## config.mk

```make
export PLATFORM = sky130hd
export DESIGN_NAME = dpram_port_arbiter
export DESIGN_NICKNAME = d
export VERILOG_FILES = /design/src/rtl/dpram_pkg.sv /design/src/rtl/dpram_port_arbiter.sv
export SDC_FILE = /design/constraint.sdc
export NUM_CORES = 1
export LEC_CHECK = 0
export ABC_AREA = 1
export CORE_MARGIN = 2
export CORE_UTILIZATION = 32
export CTS_CLUSTER_SIZE = 12
export DETAILED_ROUTE_END_ITERATION = 6
export PLACE_DENSITY = 0.81
export SYNTH_ARGS = -nofsm -noshare
export SYNTH_HDL_FRONTEND = slang
export SYNTH_SLANG_ARGS = --single-unit
```

## constraint.sdc

```tcl
create_clock -name clk -period 1.78 [get_ports clk]
set_input_delay 0.356 -clock clk [delete_from_list [all_inputs] [get_ports clk]]
set_output_delay 0.356 -clock clk [all_outputs]
set_load 0.005 [all_outputs]
```

## src/rtl/dpram_pkg.sv

```systemverilog
// Shared types and default sizes for the dual-port RAM arbiter.
package dpram_pkg;
  localparam int DEF_AW        = 4;
  localparam int DEF_DW        = 8;
  localparam int DEF_MAX_BURST = 4;

  typedef enum logic [1:0] {IDLE, OWN0, OWN1} state_t;
endpackage

```

## src/rtl/dpram_port_arbiter.sv

```systemverilog
// Two requesters onto one external single-port RAM, with locked bursts bounded under contention.
// Define DPRAM_ARB_RR_EN for round-robin on contended idle grants; otherwise port 0 has fixed priority.
module dpram_port_arbiter
  import dpram_pkg::*;
#(
  parameter int AW        = DEF_AW,
  parameter int DW        = DEF_DW,
  parameter int MAX_BURST = DEF_MAX_BURST
) (
  input  logic          clk,
  input  logic          rst,
  input  logic          req_0,
  input  logic          we_0,
  input  logic          lock_0,
  input  logic [AW-1:0] addr_0,
  input  logic [DW-1:0] wdata_0,
  input  logic          req_1,
  input  logic          we_1,
  input  logic          lock_1,
  input  logic [AW-1:0] addr_1,
  input  logic [DW-1:0] wdata_1,
  output logic          gnt_0,
  output logic          gnt_1,
  output logic          rvalid_0,
  output logic          rvalid_1,
  output logic [DW-1:0] rdata,
  output logic          ram_en,
  output logic          ram_we,
  output logic [AW-1:0] ram_addr,
  output logic [DW-1:0] ram_wdata,
  input  logic [DW-1:0] ram_rdata
);

  localparam logic [3:0] MAXB = 4'(MAX_BURST);

  state_t     state_q, state_d;
  logic       prio_q, prio_d;
  logic [3:0] beat_cnt_q, beat_cnt_d, beat_inc;
  logic       rvalid_0_q, rvalid_1_q;

  always_comb begin
    gnt_0 = 1'b0;
    gnt_1 = 1'b0;
    if (!rst) begin
      case (state_q)
        IDLE: begin
          if (req_0 && req_1) begin
            gnt_0 = !prio_q;
            gnt_1 = prio_q;
          end else begin
            gnt_0 = req_0;
            gnt_1 = req_1;
          end
        end
        OWN0:    gnt_0 = req_0;
        OWN1:    gnt_1 = req_1;
        default: ;
      endcase
    end
  end

  assign beat_inc = (beat_cnt_q >= MAXB) ? MAXB : beat_cnt_q + 4'd1;

  always_comb begin
    state_d    = state_q;
    prio_d     = prio_q;
    beat_cnt_d = beat_cnt_q;
    case (state_q)
      IDLE: begin
        if (gnt_0 && lock_0) begin
          state_d    = OWN0;
          beat_cnt_d = 4'd1;
        end else if (gnt_1 && lock_1) begin
          state_d    = OWN1;
          beat_cnt_d = 4'd1;
        end
        // A pending handover priority is consumed by the next contended grant.
        if (req_0 && req_1) begin
`ifdef DPRAM_ARB_RR_EN
          prio_d = gnt_0;
`else
          prio_d = 1'b0;
`endif
        end
      end
      OWN0: begin
        if (!req_0 || !lock_0) begin
          state_d    = IDLE;
          beat_cnt_d = 4'd0;
        end else if (beat_inc == MAXB && req_1) begin
          state_d    = IDLE;
          beat_cnt_d = 4'd0;
          prio_d     = 1'b1;
        end else begin
          beat_cnt_d = beat_inc;
        end
      end
      OWN1: begin
        if (!req_1 || !lock_1) begin
          state_d    = IDLE;
          beat_cnt_d = 4'd0;
        end else if (beat_inc == MAXB && req_0) begin
          state_d    = IDLE;
          beat_cnt_d = 4'd0;
          prio_d     = 1'b0;
        end else begin
          beat_cnt_d = beat_inc;
        end
      end
      default: begin
        state_d    = IDLE;
        beat_cnt_d = 4'd0;
      end
    endcase
  end

  always_ff @(posedge clk or posedge rst) begin
    if (rst) begin
      state_q    <= IDLE;
      prio_q     <= 1'b0;
      beat_cnt_q <= 4'd0;
      rvalid_0_q <= 1'b0;
      rvalid_1_q <= 1'b0;
    end else begin
      state_q    <= state_d;
      prio_q     <= prio_d;
      beat_cnt_q <= beat_cnt_d;
      rvalid_0_q <= gnt_0 && !we_0;
      rvalid_1_q <= gnt_1 && !we_1;
    end
  end

  assign ram_en    = gnt_0 || gnt_1;
  assign ram_we    = gnt_0 ? we_0    : (gnt_1 ? we_1    : 1'b0);
  assign ram_addr  = gnt_0 ? addr_0  : (gnt_1 ? addr_1  : '0);
  assign ram_wdata = gnt_0 ? wdata_0 : (gnt_1 ? wdata_1 : '0);
  assign rvalid_0  = rvalid_0_q;
  assign rvalid_1  = rvalid_1_q;
  assign rdata     = ram_rdata;

endmodule
```

==> results.toml <==
[timing]
period_needed_ns = 1.91
setup_slack_ns = -0.128
tightest_slew_ns = 0.248
timing.slew.headroom = 0.833
fmax_mhz = 524
skew_ns = 0.00304
drv_slew = 0
finalSetupViolations = 14
finalCritPeriodShare = 1.07
hold_viol = 0
grt_setup_unrepaired = "true"

[synth]
postSynthCellCount = 131
synth_most_common_cell = "nand2_1"
synth-main-ff-cell = "dfrtp_1"
synth_commonest_cells = "60 x nand2_1, 15 x inv_1, 12 x nand3_1"
ys_seq_area_frac = 0.289
yosysTopAreaCellShare = 0.289
syn_area_um2 = 779
synth_xor_area_frac = 0
synth_seq_cells = 9
synth_edf_count = 0
synth_top_family_by_area = "simple AND/OR/NAND/NOR gates"
syn_area_per_cell_um2 = 5.95
synth_compound_gate_area_share = 0.0578
synth_warnings = 0
yosysUniqueCellTypes = 18
synthSimpleGateAreaFrac = 0.453
syn_nets = 172
synth_adder_area_share = 0.0161
ys_top_cells_by_area = "dfrtp_1 29%, nand2_1 29%, nand3_1 7.7%, buf_4 7.7%, inv_1 7.2%"
yosysTopAreaCell = "dfrtp_1"
synthMuxAreaShare = 0
async_reset_ff_frac = 1.00

[power_and_ir_drop]
vdd_ir_drop_max_uv = 653
power_density_nw_per_um2 = 590
leakage_nw = 0.789

[clock_tree]
cts.sinks = 9
root_buffer = "clkbuf_4"
cts_tree = "done"
clk_latency_ns = 0.26
cts_made_buffers = 3
hold_buffers = 0
clkTransAtPathRegs_ns = 0.06
cts_max_level = 1
clockBufferDepth = 2

[layout]
multi_input_area_um2 = 443
n_antenna_cell = 0
final_nets = 238
finalNonFillerCells = 224
drive_gt1_frac = 0.311
regArea_um2 = 226
fillerInstances = 202
area_growth_pct = 80.9

[floorplanning]
core_region_area_um2 = 2250
die_x_um = 53.4
rows = 17
start_util = 0.346
ios = 66
die_height_um = 53.4
dieArea_um2 = 2850

[route]
routed_wl_um = 2890
wire_per_inst_um = 12.9
drt_pass1_iterations = 6
viasPerCell = 4.63
vias = 1037
drt_iter0_drc = 43
ant_nets = 0
drcViolationCount = 0

[min_path]
hp-class = "input port to asynchronous set/reset pin"

[placement]
pre_cts_slack_ns = -0.717
dp_hpwl_um = 2170
portBuffers = 49
gp_congestion = 0.921
dp.cells = 211

[global_route]
grtUsageTotal = 0.211
grt_max_degree = 11
grt_overflow = 0
antenna_found_initial = 0
grt_pass1_vias = 985
grt_pass1_wl_um = 4310

[setup_path]
slowest_delay_ns = 0.42
start_kind = "flip-flop"
worst_path_max_delay_cell = "dfrtp_1"
worst_setup_path_end_kind = "output pin"
worstSetupPathType = "flip-flop to output pin"
crit_required_ns = 1.42
crit_chain = "inv_2 -> nor2_4 -> nand2_2 -> nand2_2 -> nand2_4 -> clkinvlp_4 -> buf_6 -> nand2_1 -> nand2_1 -> buf_2"
crit_fanout = 5
path_buf_inv = 4
critPathTopFamily = "buffers and inverters"
worstPathArrival_ns = 1.55

[job]
max-cap-violations = 0

[status]
status = "finished, violations left"
violations = "negative setup slack"
## worst register-to-register path, cell delays in order, from the launching register on
cell and delay [ns]:
dfrtp_1 0.40, ha_1 0.32, o21ai_0 0.22, nand3_1 0.15, nand3_1 0.14, nand2_1 0.11, inv_1 0.07, nand3_1 0.06
nand2_1 0.05
## worst paths after layout
path                            cells past startpoint  slack [ns]     startpoint       endpoint
worst max-delay path                               10       -0.13     state_q[0]   ram_wdata[7]
worst min-delay path                                3        0.30            rst       rvalid_0
worst max register to register                      8        0.20  beat_cnt_q[0]     state_q[1]
worst min register to register                      2        0.52  beat_cnt_q[3]  beat_cnt_q[3]
max in group asynchronous                           3        1.33            rst     state_q[1]
min in group clk                                    2        0.52  beat_cnt_q[3]  beat_cnt_q[3]
## flip-flops by register name, summed over array words and instances, names as in the netlist
signal	count
beat_cnt_q	4
prio_q	1
rvalid_0	1
rvalid_1	1
state_q	2
## layer usage
metal  vias up  global-route usage  wire length [µm]  share of wire
li1        520                   -                 -              -
met1       449               0.211              1060           0.37
met2        51               0.381              1510           0.52
met3        17              0.0791               223          0.077
met4         0              0.0983                93          0.032
met5         -                   0                 0              0
## layout make-up
type	instances	area share
Timing Repair Buffer	70	0.427
Multi-Input combinational cell	94	0.314
Tap cell	28	0.0248
Timing Repair inverter	1	0.00532
Sequential cell	9	0.161
Inverter	18	0.0497
Clock buffer	4	0.0186
## kinds of logic after synthesis
group | count (synthesis)
buffers and inverters | 28
and+or+nand+nor | 84
adders and majority gates | 1
DFF | 9
AOI/OAI and AO/OA | 9
## cells in the final DEF, fill, tap and decap left out
cell type / netlist / routed
clkbuf_1: 0 / 1
nor2_1: 6 / 6
buf_2: 1 / 15
dfrtp_2: 0 / 1
ha_1: 1 / 1
clkinvlp_4: 0 / 1
nand2_4: 0 / 1
inv_4: 0 / 1
dfrtp_1: 9 / 8
nor3_1: 1 / 1
o21ai_0: 4 / 4
nand3_2: 1 / 1
inv_2: 3 / 2
buf_12: 0 / 1
nor2_2: 1 / 1
dlygate4sd2_1: 0 / 3
nand2_1: 60 / 49
a21oi_1: 3 / 3
clkdlybuf4s50_1: 0 / 30
buf_6: 1 / 6
inv_1: 15 / 15
nand2_2: 2 / 12
clkbuf_4: 0 / 3
o21ai_1: 2 / 2
buf_4: 8 / 15
nand3_1: 12 / 12
nor2_4: 1 / 1
## power breakdown
part / internal [W] / total (W) / switching, W
logic: 0.000223 / 0.000422 / 0.000199
clock network: 0.0000862 / 0.000154 / 0.0000683
registers: 0.000231 / 0.000255 / 0.0000242
## repair_timing
item / CTS / global route
gates cloned: 1 / 0
pin swaps: 10 / 5
endpoints found under the setup margin: 16 / 16
buffers inserted: 7 / 1
hold endpoints to repair: 0 / 0
resized for setup: 81 / 6
## stage by stage
step | power, W | instance area, µm² | hold WS, ns | utilization | TNS [ns]
after floorplan | 0.000437 | 779 | 0.208 | - | 0
after global placement | 0.000641 | 1340 | 0.496 | 0.594 | -9.24
after detailed placement | 0.000658 | 1340 | 0.510 | 0.594 | -10.54
after CTS | 0.000819 | 1380 | 0.304 | 0.614 | -0.847
after global routing | 0.000893 | 1410 | 0.329 | 0.625 | -1.95
final | 0.000832 | 1410 | 0.297 | 0.625 | -0.811
Note: power is estimated with default switching activity, not from simulation.
